===== src/rtl/jc_seq_ctrl.sv =====
// Two-requester round-robin Johnson-counter step-burst sequencer.
// Optional per-burst step prescaler: define JC_SEQ_CTRL_PRESCALE_EN.
//
// state | meaning
// IDLE  | waiting for a request; grants combinationally and latches len/dir
// RUN   | stepping o_Q once per tick until the burst length is exhausted or aborted
// DONE  | one-cycle completion pulse (o_done, qualified by o_aborted)
module jc_seq_ctrl #(
  parameter int W     = 3,
  parameter int LEN_W = 8,
  parameter int PRE_W = 4
) (
  input  logic             i_clk,
  input  logic             i_rst,
  input  logic [1:0]       i_req,
  input  logic [LEN_W-1:0] i_len0,
  input  logic [LEN_W-1:0] i_len1,
  input  logic             i_dir0,
  input  logic             i_dir1,
  input  logic             i_abort,
`ifdef JC_SEQ_CTRL_PRESCALE_EN
  input  logic [PRE_W-1:0] i_presc,
`endif
  output logic [1:0]       o_gnt,
  output logic             o_busy,
  output logic             o_owner,
  output logic             o_done,
  output logic             o_aborted,
  output logic [W-1:0]     o_Q
);

  if (W < 2 || LEN_W < 1 || PRE_W < 1) begin : g_bad_param
    $error("jc_seq_ctrl: illegal parameter value");
  end

  typedef enum logic [1:0] {
    S_IDLE = 2'd0,
    S_RUN  = 2'd1,
    S_DONE = 2'd2
  } state_t;

  state_t           state_q, state_n;
  logic [W-1:0]     q_q;
  logic [LEN_W-1:0] rem_q;
  logic             dir_q;
  logic             prio_q;
  logic             owner_q;
  logic             abort_q;
  logic             gnt_idx;
  logic             grant;
  logic             step_tick;
  logic             do_step;

  // Both requesting: the favoured one wins; otherwise whoever is asking.
  assign gnt_idx = (i_req == 2'b11) ? prio_q : ~i_req[0];
  assign grant   = (state_q == S_IDLE) && (|i_req);

`ifdef JC_SEQ_CTRL_PRESCALE_EN
  logic [PRE_W-1:0] presc_q;
  logic [PRE_W-1:0] phase_q;

  assign step_tick = (phase_q == '0);

  // Phase down-counter: a step fires on terminal count, then reloads.
  always_ff @(posedge i_clk) begin
    if (i_rst) begin
      presc_q <= '0;
      phase_q <= '0;
    end else if (grant) begin
      presc_q <= i_presc;
      phase_q <= i_presc;
    end else if (state_q == S_RUN && !i_abort) begin
      phase_q <= step_tick ? presc_q : phase_q - 1'b1;
    end
  end
`else
  assign step_tick = 1'b1;
`endif

  always_comb begin
    state_n = state_q;
    o_gnt   = 2'b00;
    do_step = 1'b0;
    case (state_q)
      S_IDLE: begin
        if (|i_req) begin
          o_gnt   = gnt_idx ? 2'b10 : 2'b01;
          state_n = S_RUN;
        end
      end
      S_RUN: begin
        if (i_abort || rem_q == '0) begin
          state_n = S_DONE;
        end else if (step_tick) begin
          do_step = 1'b1;
          if (rem_q == LEN_W'(1)) state_n = S_DONE;
        end
      end
      S_DONE:  state_n = S_IDLE;
      default: state_n = S_IDLE;
    endcase
  end

  always_ff @(posedge i_clk) begin
    if (i_rst) begin
      state_q <= S_IDLE;
      q_q     <= '0;
      rem_q   <= '0;
      dir_q   <= 1'b0;
      prio_q  <= 1'b0;
      owner_q <= 1'b0;
      abort_q <= 1'b0;
    end else begin
      state_q <= state_n;
      if (grant) begin
        rem_q   <= gnt_idx ? i_len1 : i_len0;
        dir_q   <= gnt_idx ? i_dir1 : i_dir0;
        owner_q <= gnt_idx;
        prio_q  <= ~gnt_idx;
        abort_q <= 1'b0;
      end
      if (state_q == S_RUN && i_abort) abort_q <= 1'b1;
      if (do_step) begin
        q_q   <= dir_q ? {q_q[W-2:0], ~q_q[W-1]} : {~q_q[0], q_q[W-1:1]};
        rem_q <= rem_q - 1'b1;
      end
    end
  end

  assign o_busy    = (state_q == S_RUN);
  assign o_done    = (state_q == S_DONE);
  assign o_aborted = (state_q == S_DONE) && abort_q;
  assign o_owner   = owner_q;
  assign o_Q       = q_q;

endmodule


===== config.mk =====
export PLATFORM = sky130hd
export DESIGN_NAME = jc_seq_ctrl
export DESIGN_NICKNAME = d
export VERILOG_FILES = /design/src/rtl/jc_seq_ctrl.sv
export SDC_FILE = /design/constraint.sdc
export NUM_CORES = 1
export LEC_CHECK = 0
export BUFFER_PORTS_ARGS = -buffer_cell sky130_fd_sc_hd__buf_2
export CORE_UTILIZATION = 52
export CTS_BUF_LIST = sky130_fd_sc_hd__clkbuf_4 sky130_fd_sc_hd__clkbuf_8
export DETAILED_ROUTE_END_ITERATION = 6
export GPL_TIMING_DRIVEN = 1
export PLACE_DENSITY = 0.83
export SLEW_MARGIN = 20
export SYNTH_ARGS = -nofsm -noshare
export SYNTH_HDL_FRONTEND = slang
export SYNTH_SLANG_ARGS = --single-unit
export TNS_END_PERCENT = 100

===== constraint.sdc =====
create_clock -name i_clk -period 2.3 [get_ports i_clk]
set_clock_uncertainty 0.05 [all_clocks]
set_input_delay 0.46 -clock i_clk [delete_from_list [all_inputs] [get_ports i_clk]]
set_output_delay 0.46 -clock i_clk [all_outputs]
set_load 0.01 [all_outputs]

==> reports/metrics.cfg <==
[floorplanning]
die_h_um = 45.7
die-width_um = 45.7
dieArea_um2 = 2090
rows = 15
core_area_um2 = 1760
initial_utilization = 0.564
io_pins = 32

[critical_path]
crit_chain = inv_1 -> ha_1 -> or3b_2 -> o21a_1 -> mux2_2 -> o221a_1
cp_max_fo = 12
worstRegToRegCells = 6
worstSetupPathType = flip-flop to flip-flop
crit_path_top_delay_cell = or3b_2
crit_required_ps = 2440
crit_path_max_incr_delay_ps = 480
critPathCaptureType = flip-flop
cp.arrival_ps = 2280
cp-start-kind = flip-flop

[pwr]
pwr-share-comb = 0.334
power_w = 0.000814
pwr-share-clk = 0.212
p_sw_frac = 0.338
internal_power_w = 0.000539
power_density_nw_per_um2 = 672
vdd_drop_max_v = 0.000407
power_frac_seq = 0.454
p_sw_w = 0.000276
leakage_nw = 0.526

[finish]
areaGrowthSynthToFinish_pct = 21.9
area.sequential_um2 = 340
finish.net_count = 176
n_fill_cell = 158
multiInputGateArea_um2 = 599
drive_above_1_share = 0.333
antenna_cells = 0

[clock_network]
cts.sinks = 17
clk_pin_slew_worst_paths_ps = 100
cts_tree = yes
cts-buffers-inserted = 3
holdBufCountCts = 0
clockBufferDepth = 2
root_buffer = clkbuf_4
post_cts_resized = 0
postCtsSetupRepairBufs = 0
clk_latency_ps = 290
htreeDepth = 1

[sta]
fin_setup_tns_ps = 0
rsz0062_at_grt = no
slew_headroom = 0.677
max_freq_ghz = 0.467
setup_viol = 0
min_period_over_period = 0.931
slew_violations = 0
hold_viol = 0
min_period_ps = 2140
worstMarginPinSlew_ps = 479

[routing]
wire_per_inst_um = 12.3
via_per_inst = 5.52
firstDrtPassIters = 4
routed_wl_um = 2150
first_iter_violations = 27
vias = 966
detail-route-antenna-nets = 0
drc_errors = 0

[global_routing]
grt_overflow = 0
antenna_found_initial = 0
track_usage = 0.230
grt_pass1_wl_um = 3550
grt_max_degree = 18
grt_pass1_vias = 881

[synthesis]
syn_inst = 117
mappedNetlistArea_um2 = 995
ys_ff_latch = 17
synth_top_cell_by_area = dfxtp_1
avgSynthCellArea_um2 = 8.50
syn_nets = 142
yosysSeqAreaShare = 0.342
synth_top_area_share = 0.342
synth.area.top_cells = dfxtp_1 (34%), mux2i_1 (7.0%), mux2_2 (6.8%)
yosys_warnings = 0
synth_cell_types = 38

[job]
drv_cap = 0

[run_status]
status = complete, no violations

[placed_design]
gp_congestion = 0.793
io_buffers = 31
dpl.hpwl_um = 1610

[hold_path]
whs_path_depth = 2
hold_path_class = input pin to flip-flop

sequential cells by signal, indices dropped and copies added (netlist names):
signal,flops
state_q,2
prio_q,1
o_owner,1
abort_q,1
rem_q,8
o_Q,3
dir_q,1
layout by cell type, fill, tap and decap left out, types with 2 or more instances in the layout:
cell and n:
mux2_2 6, buf_4 5, inv_1 5, dfxtp_1 17, o21a_1 2, mux2i_1 7
a31oi_1 5, or3_1 2, clkbuf_4 4, nor2b_1 2, a22oi_1 2, nor2_1 15
a211oi_1 3, nand2_1 9, nand3_1 6, buf_2 31, nor3_1 2, ha_1 2
a21oi_1 7
metrics by stage:
stage	cell area (um^2)	instances	utilization	hold slack [ps]	setup slack, ps
3_3_place_gp	1180	171	0.670	426	240
3_5_place_dp	1180	171	0.670	428	183
6_report	1210	175	0.687	355	159
4_1_cts	1210	175	0.687	352	170
5_1_grt	1210	175	0.687	368	69.7
2_1_floorplan	995	117	-	416	420
metal layers:
layer | vias to the layer above | share of wire | track usage
li1 | 494 | - | -
met1 | 439 | 0.45 | 0.298
met2 | 29 | 0.49 | 0.386
met3 | 4 | 0.048 | 0.0238
met4 | 0 | 0.011 | 0.100
met5 | - | 0 | 0
power groups by stage:
stage	sequential [W]	clock, W	combinational, W
3_3_place_gp	0.000373	0	0.000265
4_1_cts	0.000369	0.000173	0.000272
2_1_floorplan	0.000370	0	0.000197
5_1_grt	0.000375	0.000188	0.000305
3_5_place_dp	0.000376	0	0.000269
6_report	0.000370	0.000172	0.000272
layout make-up:
type                            instances  share of cell area
Inverter                                5              0.0155
Timing Repair Buffer                   36               0.159
Sequential cell                        17               0.281
Tap cell                               25              0.0258
Multi-Input combinational cell         88               0.494
Clock buffer                            4              0.0248
cell usage after synthesis:
cell type / count
o41ai_1: 1
inv_1: 5
and3b_1: 1
o21a_1: 2
a311oi_1: 1
nand3_1: 6
nor3b_1: 1
a221oi_2: 1
o21ai_0: 1
nand2_1: 9
a21boi_0: 1
o31a_1: 1
a21oi_1: 7
nand4_1: 1
mux2i_1: 7
nor2_1: 15
and4b_1: 1
buf_2: 2
o32a_1: 1
nand4b_1: 1
nor3_1: 2
or4_1: 1
or3_1: 2
ha_1: 2
buf_6: 1
a31oi_1: 5
mux2_2: 6
a22oi_1: 2
nor3b_2: 1
a211oi_1: 3
nor2b_1: 2
dfxtp_1: 17
o221a_1: 1
buf_1: 2
clkbuf_1: 2
o221a_2: 1
and2_1: 1
or3b_2: 1
critical path: cells and delay by family (launching register included):
family | cells | cell delay (ps)
compound gates | 2 | 540
simple gates | 1 | 480
flops | 1 | 360
mux | 1 | 330
fa+ha+maj | 1 | 210
buf+inv | 1 | 70
worst paths after layout:
path	slack (ps)	start	end
setup reg to reg	160	rem_q[0]$_SDFFE_PP0P_	rem_q[3]$_SDFFE_PP0P_
setup / recovery	160	rem_q[0]$_SDFFE_PP0P_	rem_q[3]$_SDFFE_PP0P_
hold / removal	350	i_req[1]	prio_q$_SDFFE_PP0P_
hold reg to reg	440	o_owner$_SDFFE_PP0P_	o_owner$_SDFFE_PP0P_
cells by family (layout without fill, tap and decap cells):
logic type	count (synthesis)	after routing	synth area share
simple gates	45	45	0.233
compound gates	28	28	0.206
mux	13	13	0.138
flops	17	17	0.342
buf+inv	12	45	0.0554
fa+ha+maj	2	2	0.0252
(Power assumes the default switching activity.)
